--- config.mk ---
export PLATFORM = sky130hd
export DESIGN_NAME = bcd_score_timer
export DESIGN_NICKNAME = d
export VERILOG_FILES = /design/src/rtl/sudoku_defs.sv /design/src/rtl/bcd_sub_sat.sv /design/src/rtl/bcd_score_timer.sv
export SDC_FILE = /design/constraint.sdc
export NUM_CORES = 1
export LEC_CHECK = 0
export BUFFER_PORTS_ARGS = -buffer_cell sky130_fd_sc_hd__buf_2
export CAP_MARGIN = 20
export CORE_ASPECT_RATIO = 0.75
export CORE_MARGIN = 8
export CORE_UTILIZATION = 40
export DETAILED_ROUTE_END_ITERATION = 10
export SLEW_MARGIN = 5
export SYNTH_ARGS = -nofsm -noshare
export SYNTH_HDL_FRONTEND = slang
export SYNTH_HIERARCHICAL = 1
export SYNTH_SLANG_ARGS = --single-unit
--- constraint.sdc ---
create_clock -name clk_high -period 6.7 [get_ports clk_high]
set_clock_uncertainty 0.05 [all_clocks]
set_input_delay 0 -clock clk_high [delete_from_list [all_inputs] [get_ports clk_high]]
set_output_delay 0 -clock clk_high [all_outputs]
set_load 0.05 [all_outputs]
--- src/rtl/sudoku_defs.sv ---
`default_nettype none
// sudoku_defs: state encodings and BCD digit constants shared by the score timer.
package sudoku_defs;
  typedef enum logic [1:0] {
    ST_IDLE = 2'b00,
    ST_RUN  = 2'b01,
    ST_WON  = 2'b10,
    ST_LOST = 2'b11
  } state_t;

  localparam int BCD_DIGIT_W   = 4;
  localparam int BCD_MAX_DIGIT = 9;
endpackage
`default_nettype wire

--- src/rtl/bcd_sub_sat.sv ---
`default_nettype none
// bcd_sub_sat: combinational ripple-borrow packed-BCD subtractor, a-b saturating at 0.
module bcd_sub_sat
  import sudoku_defs::*;
#(
  parameter int NDIGITS = 3
) (
  input  logic [NDIGITS*BCD_DIGIT_W-1:0] a,
  input  logic [NDIGITS*BCD_DIGIT_W-1:0] b,
  output logic [NDIGITS*BCD_DIGIT_W-1:0] diff,
  output logic                           zero
);
  logic [NDIGITS*BCD_DIGIT_W-1:0] raw;
  logic                           borrow;
  logic [BCD_DIGIT_W:0]           t;

  always_comb begin
    raw    = '0;
    borrow = 1'b0;
    t      = '0;
    for (int i = 0; i < NDIGITS; i++) begin
      t = {1'b0, a[i*BCD_DIGIT_W +: BCD_DIGIT_W]}
        - {1'b0, b[i*BCD_DIGIT_W +: BCD_DIGIT_W]}
        - {{BCD_DIGIT_W{1'b0}}, borrow};
      // A negative digit wraps modulo 16; adding 10 restores the decimal digit.
      if (t[BCD_DIGIT_W]) begin
        raw[i*BCD_DIGIT_W +: BCD_DIGIT_W] = t[BCD_DIGIT_W-1:0] + BCD_DIGIT_W'(BCD_MAX_DIGIT + 1);
        borrow = 1'b1;
      end else begin
        raw[i*BCD_DIGIT_W +: BCD_DIGIT_W] = t[BCD_DIGIT_W-1:0];
        borrow = 1'b0;
      end
    end
  end

  assign diff = borrow ? '0 : raw;
  assign zero = (diff == '0);
endmodule
`default_nettype wire

--- src/rtl/bcd_score_timer.sv ---
`default_nettype none
// bcd_score_timer: N-digit BCD game countdown with pause, penalty, warning and best score.
module bcd_score_timer
  import sudoku_defs::*;
#(
  parameter int                          NDIGITS     = 3,
  parameter logic [NDIGITS*4-1:0]        START_BCD   = 'h999,
  parameter logic [NDIGITS*4-1:0]        BEST_INIT   = 'h002,
  parameter logic [NDIGITS*4-1:0]        PENALTY_BCD = 'h010,
  parameter logic [NDIGITS*4-1:0]        WARN_BCD    = 'h030
) (
  input  logic                  clk_high,
  input  logic                  clr_n,
  input  logic                  tick,
  input  logic                  start,
  input  logic                  pause,
  input  logic                  penalty,
  input  logic                  win,
  output logic [NDIGITS*4-1:0]  time_bcd,
  output logic [NDIGITS*4-1:0]  best_bcd,
  output logic [1:0]            state,
  output logic                  lose_flag,
  output logic                  warn,
  output logic                  new_best
);
  localparam int W = NDIGITS * BCD_DIGIT_W;

  state_t         state_q, state_d;
  logic [W-1:0]   time_q, time_d;
  logic [W-1:0]   best_q, best_d;
  logic           new_best_q, new_best_d;
  logic [W-1:0]   tick_diff, pen_diff;
  logic           tick_zero, pen_zero;

  bcd_sub_sat #(.NDIGITS(NDIGITS)) u_sub_tick (
    .a    (time_q),
    .b    (W'(1)),
    .diff (tick_diff),
    .zero (tick_zero)
  );

  bcd_sub_sat #(.NDIGITS(NDIGITS)) u_sub_pen (
    .a    (time_q),
    .b    (PENALTY_BCD),
    .diff (pen_diff),
    .zero (pen_zero)
  );

  always_ff @(posedge clk_high or negedge clr_n) begin
    if (!clr_n) begin
      state_q    <= ST_IDLE;
      time_q     <= START_BCD;
      best_q     <= BEST_INIT;
      new_best_q <= 1'b0;
    end else begin
      state_q    <= state_d;
      time_q     <= time_d;
      best_q     <= best_d;
      new_best_q <= new_best_d;
    end
  end

  always_comb begin
    state_d    = state_q;
    time_d     = time_q;
    best_d     = best_q;
    new_best_d = 1'b0;
    case (state_q)
      ST_RUN: begin
        if (start) begin
          time_d = START_BCD;
        end else if (win) begin
          state_d = ST_WON;
          // Legal BCD orders the same as unsigned binary.
          if (time_q > best_q) begin
            best_d     = time_q;
            new_best_d = 1'b1;
          end
        end else if (penalty) begin
          time_d = pen_diff;
          if (pen_zero) state_d = ST_LOST;
        end else if (tick && !pause) begin
          time_d = tick_diff;
          if (tick_zero) state_d = ST_LOST;
        end
      end
      ST_IDLE, ST_WON, ST_LOST: begin
        if (start) begin
          state_d = ST_RUN;
          time_d  = START_BCD;
        end
      end
      default: state_d = ST_IDLE;
    endcase
  end

  assign time_bcd  = time_q;
  assign best_bcd  = best_q;
  assign state     = state_q;
  assign lose_flag = (state_q == ST_LOST);
  assign warn      = (state_q == ST_RUN) && (time_q <= WARN_BCD);
  assign new_best  = new_best_q;
endmodule
`default_nettype wire

Word-level counts from Yosys, hierarchy flattened
Index checks and enable logic that the tools add are counted.
{ "classes": {"n_eq_ne": 10, "magnitude_cmp": 2, "n_reduce_logical": 10, "add_sub_neg": 10, "n_bitwise": 1, "muxes": 30} }
{ "op_table": {"columns": ["operator", "count"], "rows": [
  ["$mux 12", 7],
  ["$logic_not 12->1", 2],
  ["$pmux 12 s2", 1],
  ["$add 4x4->4 const B", 5],
  ["$mux 4", 5],
  ["$ne 4x4->1 const B", 4],
  ["$sub 4x1->5", 3],
  ["$mux 2", 7],
  ["$gt 12x12->1", 1],
  ["$le 12x6->1 const B", 1],
  ["$sub 4x1->5 const B", 2],
  ["$mux 1", 9],
  ["$reduce_and 5->1", 1],
  ["$eq 2x2->1 const B", 2],
  ["$ne 2x2->1 const B", 2],
  ["$pmux 2 s2", 1],
  ["$reduce_and 4->1", 1],
  ["$ne 3x3->1 const B", 1],
  ["$reduce_and 3->1", 1],
  ["$reduce_or 3->1", 1],
  ["$eq 2x1->1 const B", 1],
  ["$logic_and 1x1->1", 2],
  ["$logic_not 2->1", 1],
  ["$logic_not 1->1", 1],
  ["$not 1->1", 1]
]} }
{ "totals": {"output_inout_bits": 29, "ff_bits": 27} }

Logic depth before layout (Yosys ltp)
Gate-level depths: netlist of run 1.
{ "depth": {"ltp_word": 15, "ltp_mapped": 24, "mapped_depth_nobuf": 24} }

Modules after synthesis
Netlist of run 1, hierarchy kept.
{ "modules_own_cells": {"columns": ["mod", "cells_per_inst", "area_per_inst_um2", "n_inst"], "rows": [
  ["bcd_score_timer", 145, 1600.3, 1],
  ["bcd_sub_sat at u_sub_pen", 107, 859.6, 1],
  ["bcd_sub_sat at u_sub_tick", 106, 823.3, 1]
]} }

Worst setup path before layout of run 1
Ideal clock, no wire load.
{ "synth_timing": {"kind": "register to register", "start": "register time_q[2] (netlist: time_bcd[2])", "end": "register state_q[1] (netlist: state[1])", "setup_time_ns": 0.132, "path_stages_with_launch": 22, "n_path_buf": 0, "arrival_time_ns": 4.842, "synth_period_minus_slack_ns": 5.025, "path_slack_ns": 1.675, "cell_sequence": "dfrtp_1 > ha_1 > a21o_1 > a21o_1 > fa_1 > fa_1 > nand2b_1 > a211o_1 > nand2_1 > xor2_1 > ha_1 > nor2_1 > fa_1 > a21boi_0 > o22ai_4 > nand3b_1 > mux2i_1 > nor4_2 > a21oi_1 > o21ai_0 > a21oi_1 > nor2_1"} }
{ "synth_rtl": {"columns": ["item", "line", "source"], "rows": [
  ["start, declared", "bcd_score_timer.sv:29", "logic [W-1:0] time_q, time_d;"],
  ["start signal, assigned", "bcd_score_timer.sv:57", "time_q <= time_d;"],
  ["$mux 12", "bcd_sub_sat.sv:36", "assign diff = borrow ? '0 : raw;"],
  ["$logic_not 12->1", "bcd_sub_sat.sv:37", "assign zero = (diff == '0);"],
  ["net pen_zero", "bcd_score_timer.sv:33", "logic tick_zero, pen_zero;"],
  ["$ne 4x4->1 (no source line)", null, null],
  ["$reduce_and 5->1 (no source line)", null, null],
  ["end signal, assigned", "bcd_score_timer.sv:56", "state_q <= state_d;"],
  ["end, declared", "bcd_score_timer.sv:28", "state_t state_q, state_d;"]
]} }
The timed path passes the listed nets, and every way through them passes these cells.
A chain may end at the register's enable or synchronous reset.

Worst setup path in the final report of run 1
{ "layout_timing": {"start": "register time_q[0] (netlist: time_bcd[0])", "end": "register state_q[1] (netlist: state[1])"} }
{ "layout_rtl": {"columns": ["item", "line", "source"], "rows": [
  ["$sub 4x1->5 (*)", "bcd_sub_sat.sv:23", "- {1'b0, b[i*BCD_DIGIT_W +: BCD_DIGIT_W]}"],
  ["$mux 1", "bcd_sub_sat.sv:26", "if (t[BCD_DIGIT_W]) begin"],
  ["$sub 4x1->5", "bcd_sub_sat.sv:24", "- {{BCD_DIGIT_W{1'b0}}, borrow};"],
  ["$mux 1", "bcd_sub_sat.sv:26", null],
  ["$sub 4x1->5", "bcd_sub_sat.sv:24", null],
  ["$mux 1", "bcd_sub_sat.sv:26", null],
  ["$mux 12 (*)", "bcd_sub_sat.sv:36", null],
  ["net tick_diff[3]", "bcd_score_timer.sv:32", "logic [W-1:0] tick_diff, pen_diff;"],
  ["$logic_not 12->1 (*)", "bcd_sub_sat.sv:37", null],
  ["net tick_zero", "bcd_score_timer.sv:33", null],
  ["$ne 4x4->1 (no source line) (*)", null, null],
  ["$reduce_and 5->1 (no source line) (*)", null, null]
]} }
Mark *: on every way through the listed nets, which the timed path passes. The rest lies on a longest branch.

==> qor.csv, run 1 <==
stage,metric,value,unit
final_layout,# diodes,0,
sta,RSZ-0062 raised after global routing,false,
synth,Post-Syn Area per Cell,9.17,um2
final_layout,"Core Util, Final",46.7,%
die,Die W,121,um
critical_path,crit-path cells,"inv_1, ha_1, inv_1, fa_1, nand3_1, nand2_1, fa_1, fa_1, nand2b_1, a211o_1, nand2_1, xor2_1, ha_1, nor2_1, fa_1, a21boi_1, o22ai_2, or3_1, mux2i_1, nor4_2, nand2_1, o21ai_0, a21oi_1, nor2_1",
placement,placer's final routability congestion estimate,0.834,
die,die area,11400,um2
drt,wire per inst,14.3,um
critical_path,Startpoint Class,flip-flop,
synth,Post-Synth Simple-Gate Area,15.5,%
synth,Synth area leader,ha_1,
clock_tree,CTS tree,yes,
sta,worst-margin pin slew,0.759,ns
global_routing,grt ovf,0,
clock_tree,clock transition at the registers of the reported paths,0.09,ns
drt,ANT nets after route,0,
placement,PortBufs,35,
final_layout,layout cells sized above 1,16.5,%
synth,"count leader, synth",inv_1,
power_and_ir_drop,VDD IR max,0.180,mV
sta,Rel. slew slack,48.8,%
drt,first drt pass iteration count,4,
sta,total negative slack,0,ns
sta,Tmin final,5.36,ns
synth,Post-synth ARST share,100,%
critical_path,CP endpoint kind,flip-flop,
outcome,status,finished clean,
clock_tree,Max Root-Sink Buffers,2,
synth,#FFs+latches synth,27,
final_layout,nets@finish,483,
drt,DRC Markers,0,
synth,Synth top area share,19.1,%
clock_tree,CTS Root Cell,clkbuf_8,
drt,1st-iter DRT viols,171,
critical_path,worst-path fanout max,16,
global_routing,initial antenna violation count,0,
clock_tree,Clock Sink Count,27,
clock_tree,H-Tree Level Count,1,
synth,Area contributors post-synth,"ha_1 19%, dfrtp_1 15%, inv_1 5.8%",
critical_path,critical path depth,24,
placement,DP HPWL,6070,um
critical_path,reg2reg path depth,24,
flow_run,maxcap violations,0,
global_routing,number of global-route vias before repair,2509,
final_layout,design area,3700,um2
critical_path,Worst EP arrival,5.47,ns
synth,post-synthesis instance total,358,
synth,Adder-Cell Fraction of Synth Area,23.9,%
sta,Final Cycle Share,79.9,%
placement,placed cell area,3650,um2
drt,DR vias,2590,
min_path,worst hold path stage count,3,
synth,commonest cells in the netlist,"51 x inv_1, 50 x ha_1, 38 x nor2_1, 20 x dfrtp_1, 15 x mux2i_1",
die,initial core utilization,41.5,%
drt,routed wire length,7480,um
die,# rows,28,
power_and_ir_drop,Power Total,1110,uW
sta,"Hold Vio Cnt, Final",0,
synth,top_reg_cell synth,dfrtp_1,
synth,synthesized area,3280,um2
critical_path,"slowest stage delay, CP",0.45,ns
final_layout,area delta synth->final,12.7,%
critical_path,Crit path max-delay family,adder cells,
global_routing,pin count of the biggest net entering global routing,28,
synth,Synth warnings,6,
sta,Slew Limit Fails,0,
die,Die H,94.5,um
die,Boundary Pins,36,
synth,share of the yosys chip area belonging to registers,20.8,%
clock_tree,Num CTS Buffers,3,
final_layout,fill count,804,
critical_path,"Top cell by count, worst path",fa_1,
clock_tree,post-CTS sizing,0,
critical_path,"Data required, critical path",6.81,ns
min_path,Worst Hold Class,primary input to flip-flop,
global_routing,first-pass GRT wire length,12500,um
synth,"EDFF count, synth",0,
drt,routed vias/inst,4.96,
critical_path,WS Path Type,flip-flop to flip-flop,
synth,mux contribution to synthesized area,10.1,%
synth,main combinational cell family by area after synthesis,adder cells,
power_and_ir_drop,Static Leak,0.00185,uW
die,Core ar.,7920,um2
synth,compound-gate portion of the synthesized area,15.5,%
clock_tree,setup bufs post-CTS,0,
critical_path,"Max stage delay cell, worst path",fa_1,
sta,Setup-failing EPs final,0,
power_and_ir_drop,pwr dens,299,nW/um2
clock_tree,clock latency on the worst-skew pair,0.27,ns
synth,post-synth cell types,58,
sta,maximum clock rate,187,MHz
synth,post-synthesis xor/xnor area fraction,6.59,%
global_routing,All-Layer GR Usage,13.3,%
critical_path,CP Buf/Inv Count,2,
layout by cell type (no fill, tap or decap), drive strengths merged, types with 2 or more instances in the layout:
master / n
o211ai: 2
and3b: 2
and2: 4
o22ai: 2
or2: 4
nand2: 10
a21oi: 14
a211o: 8
a31oi: 8
nor3: 2
dfstp: 7
nor4: 4
conb: 28
a211oi: 8
inv: 51
a21o: 8
nor2b: 2
xor2: 10
mux2: 13
a21boi: 2
clkbuf: 4
nor2: 38
nand3b: 4
ha: 50
fa: 8
a21bo: 2
o21a: 2
nand3: 8
o21ai: 9
xnor2: 7
dfrtp: 20
mux2i: 15
nand4: 2
or3: 4
nand2b: 7
xnor3: 3
buf: 36
layer usage:
layer | vias to the layer above | routed length, um | global-route usage, % | share of wire (%)
met5 | - | 0 | 0 | 0
met4 | 0 | 0 | 0.725 | 0
met3 | 0 | 252 | 1.85 | 3.4
met2 | 42 | 3250 | 21.5 | 43
met1 | 1213 | 3980 | 19.3 | 53
li1 | 1335 | - | - | -
worst paths after layout:
| path | start | to | slack (ns) |
|---|---|---|---|
| worst min-delay path | win | state[0] | 0.01 |
| worst max-delay path | time_bcd[0] | state[1] | 1.34 |
| worst min register to register | best_bcd[0] | best_bcd[0] | 0.48 |
| min in group asynchronous | clr_n | best_bcd[5] | 0.22 |
| max in group asynchronous | clr_n | best_bcd[7] | 5.97 |
| worst max register to register | time_bcd[0] | state[1] | 1.34 |
what timing repair did:
| item | CTS | global route |
|---|---|---|
| endpoints found under the setup margin | 0 | 0 |
| endpoints found under the hold margin | 20 | 0 |
| hold buffers | 1 | 0 |
report_power, final:
part	switching (uW)	total, uW	internal, uW
combinational	467	766	299
clock	52.0	94.7	42.7
sequential	41.8	245	203
total	561	1110	544
flip-flops by register name, indices dropped and copies added (netlist names):
| register | count |
|---|---|
| state | 2 |
| best_bcd | 12 |
| time_bcd | 12 |
| new_best | 1 |
worst register-to-register path, cell delays in order (launching register included):
cell and delay, ns:
dfstp_2 0.42, inv_1 0.06, ha_1 0.13, inv_1 0.06, fa_1 0.44, nand3_1 0.10
nand2_1 0.13, fa_1 0.45, fa_1 0.41, nand2b_1 0.20, a211o_1 0.36, nand2_1 0.12
xor2_1 0.16, ha_1 0.18, nor2_1 0.05, fa_1 0.42, a21boi_1 0.17, o22ai_2 0.24
or3_1 0.38, mux2i_1 0.28, nor4_2 0.09, nand2_1 0.06, o21ai_0 0.06, a21oi_1 0.16
nor2_1 0.05
layout make-up:
type                    instances  area [um2]  share of cell area, %
multi-input cells             298        2460                   66.4
repair buffers                 37         193                   5.21
flip-flops and latches         27         684                   18.5
clock buffers                   4        45.0                   1.22
well taps                     105         131                   3.55
inverters                      51         191                   5.17
metrics by stage:
| stage | worst slack (ns) | cells | hold slack, ns |
|---|---|---|---|
| 2_1_floorplan | 1.68 | 384 | -0.346 |
| 4_1_cts | 1.33 | 522 | 0.0122 |
| 6_report | 1.34 | 522 | 0.0115 |
| 3_3_place_gp | 1.39 | 516 | 0.00222 |
| 3_5_place_dp | 1.36 | 517 | 0.00166 |
| 5_1_grt | 0.921 | 522 | 0.0137 |
cells by family (layout without fill, tap and decap cells):
group	count (synthesis)	count (layout)
simple gates	95	95
compound gates	69	69
buf+inv	59	92
fa+ha+maj	58	58
mux	28	28
flops	27	27
xor+xnor	20	20
other cells	2	28
Power figures use the tool's default switching activity.
==> run 2, diff against run 1 <==
- clock period: 6.7 -> 5.32 ns (I/O delays scaled with it)
==> qor.csv, run 2 (synthesis results as in run 1) <==
stage,metric,value,unit,change
power_and_ir_drop,VDD IR max,0.215,mV,+19%
min_path,min-delay src,start,,
die,Boundary Pins,36,,unchanged
critical_path,WS Path Type,flip-flop to flip-flop,,
placement,PortBufs,35,,unchanged
clock_tree,clock latency on the worst-skew pair,0.28,ns,about the same
critical_path,reg2reg end,state[1],,
critical_path,FF-to-FF setup slack,0.36,ns,-0.99 ns
die,Die H,94.5,um,unchanged
global_routing,met3 GRT Util,1.85,%,unchanged
critical_path,Worst EP arrival,5.08,ns,-0.39 ns
sta,Rel. slew slack,43.9,%,-4.9 points
final_layout,area delta synth->final,16.0,%,
critical_path,CP endpoint kind,flip-flop,,
clock_tree,Max Root-Sink Buffers,2,,unchanged
sta,maximum clock rate,202,MHz,+7.9%
global_routing,met2 track demand over resource,23.8,%,+2.3 points
die,Die W,121,um,unchanged
final_layout,"commonest non-fill, non-tap cell in the layout",inv_1,,
placement,DP HPWL,6290,um,+3.7%
global_routing,All-Layer GR Usage,14.3,%,+0.93 points
critical_path,Startpoint Class,flip-flop,,
final_layout,most frequent cells in the layout,"51 x inv_1, 50 x ha_1, 38 x nor2_1",,
global_routing,grt ovf,0,,unchanged
critical_path,"Data required, critical path",5.44,ns,-1.37 ns
clock_tree,clock transition at the registers of the reported paths,0.10,ns,about the same
global_routing,pin count of the biggest net entering global routing,28,,unchanged
final_layout,# diodes,0,,unchanged
placement,placer's final routability congestion estimate,0.811,,-2.8%
drt,routed vias/inst,4.91,,-1.0%
global_routing,Most Crowded Layer GR,met2,,
critical_path,reg2reg path depth,21,,-13%
final_layout,layout cells sized above 1,20.2,%,+3.6 points
outcome,status,finished clean,,
sta,Tmin final,4.96,ns,-0.393 ns
drt,ANT nets after route,0,,unchanged
die,Core ar.,7920,um2,unchanged
drt,routed wire length,7800,um,+4.2%
clock_tree,H-Tree Level Count,1,,unchanged
drt,1st-iter DRT viols,179,,+4.7%
global_routing,number of global-route vias before repair,2706,,+7.9%
sta,RSZ-0062 raised after global routing,false,,
critical_path,worst-path fanout max,7,,-9
min_path,worst hold path stage count,2,,-1
drt,DRC Markers,0,,unchanged
clock_tree,CTS Root Cell,clkbuf_8,,
flow_run,maxcap violations,0,,unchanged
die,initial core utilization,41.5,%,unchanged
global_routing,initial antenna violation count,0,,unchanged
sta,Final Cycle Share,93.3,%,+13 points
critical_path,Worst Setup SP,time_bcd[3],,
power_and_ir_drop,Power Total,1420,uW,+28%
power_and_ir_drop,pwr dens,372,nW/um2,+25%
drt,DR vias,2607,,+0.66%
drt,wire per inst,14.7,um,+2.5%
clock_tree,CTS tree,yes,,
sta,Slew Limit Fails,0,,unchanged
sta,"Hold Vio Cnt, Final",0,,unchanged
clock_tree,Clock Sink Count,27,,unchanged
sta,Setup-failing EPs final,0,,unchanged
placement,dpl cells,523,,+1.2%
final_layout,"non-filler cells, final",531,,+1.7%
final_layout,nets@finish,492,,+1.9%
critical_path,Reg-to-Reg Start,time_bcd[3],,
die,die area,11400,um2,unchanged
drt,first drt pass iteration count,4,,unchanged
die,# rows,28,,unchanged
min_path,Worst Hold Class,primary input to flip-flop,,
power_and_ir_drop,Static Leak,0.00189,uW,+2.2%
sta,total negative slack,0,ns,unchanged
clock_tree,Num CTS Buffers,3,,unchanged
min_path,Worst Hold End,state[1],,
sta,worst-margin pin slew,0.831,ns,+0.0724 ns
global_routing,first-pass GRT wire length,13300,um,+5.9%
global_routing,met1 Resource Use GR,19.4,%,+0.12 points
-- run 2: cell types whose count changed in the layout (fill, tap and decap cells not counted), moves of 2 or more --
cell,delta
buf_4,+8
fa_1,-2
fa_2,+2
mux2i_1,-2
mux2i_2,+2
nand2_1,-2
nand2_2,+2
-- run 2: metrics by stage --
| step | worst slack (ns) | area (um2) | hold slack [ns] | utilization (%) |
|---|---|---|---|---|
| detailed placement | 0.0406 | 3690 | 0.00381 | 46.6 |
| floorplan | 0.295 | 3380 | -0.346 | - |
| finish | 0.358 | 3810 | 0.0362 | 48.1 |
| global route | 0.00114 | 3810 | 0.0545 | 48.1 |
| global placement | 0.172 | 3690 | -0.000545 | 46.6 |
| CTS | 0.0424 | 3760 | 0.0222 | 47.5 |
-- run 2: worst max-delay path, cell delays in order, from the launching register on --
cell and delay [ns]:
dfstp_2 0.61, ha_1 0.31, a21oi_2 0.23, nand2_2 0.13, fa_2 0.37, fa_1 0.41
nand2b_1 0.20, a211o_1 0.33, nand2_2 0.11, xor2_1 0.15, ha_1 0.18, nor2_1 0.06
fa_2 0.37, a21boi_2 0.19, o22ai_4 0.12, or3_1 0.34, mux2i_2 0.25, nor4_2 0.09
nand2_1 0.06, o21ai_0 0.07, a21oi_1 0.16, nor2_1 0.05
-- run 2: worst max path at each step --
| stage | endpoint | slack [ns] | cells after the start |
|---|---|---|---|
| after floorplan | state[1] | 0.30 | 21 |
| after global placement | state[1] | 0.17 | 24 |
| after detailed placement | state[1] | 0.04 | 21 |
| after CTS | state[1] | 0.04 | 21 |
| after global routing | state[1] | 0.001 | 25 |
| final | state[1] | 0.36 | 21 |
-- run 2: where the power goes --
group	leakage (uW)	internal, uW	total [uW]	switching (uW)
sequential	0.000318	255	304	48.4
clock	0.0000217	53.4	123	69.7
combinational	0.00155	398	991	592
total	0.00189	707	1420	710
-- run 2: area by class of cell --
cell class | count | area (um2)
fill | 797 | 4110
multi-input combinational | 298 | 2490
clock inverter | 1 | 7.51
tap | 105 | 131
inverter | 51 | 191
clock buffer | 3 | 41.3
sequential | 27 | 684
timing repair buffer | 46 | 263
-- run 2: what timing repair did --
action / 4_1_cts / 5_1_grt
hold endpoints to repair: 21 / 0
hold buffers: 2 / 0
buffers inserted: 0 / 2
resized for setup: 0 / 9
endpoints found under the setup margin: 0 / 3
-- run 2: routing by layer --
metal  wire length (um)  vias up  part of all wire (%)
met3                354        6                   4.5
met5                  0        -                     0
met1               3870     1206                    50
met2               3480       43                    45
li1                   -     1352                     -
met4                 92        0                   1.2
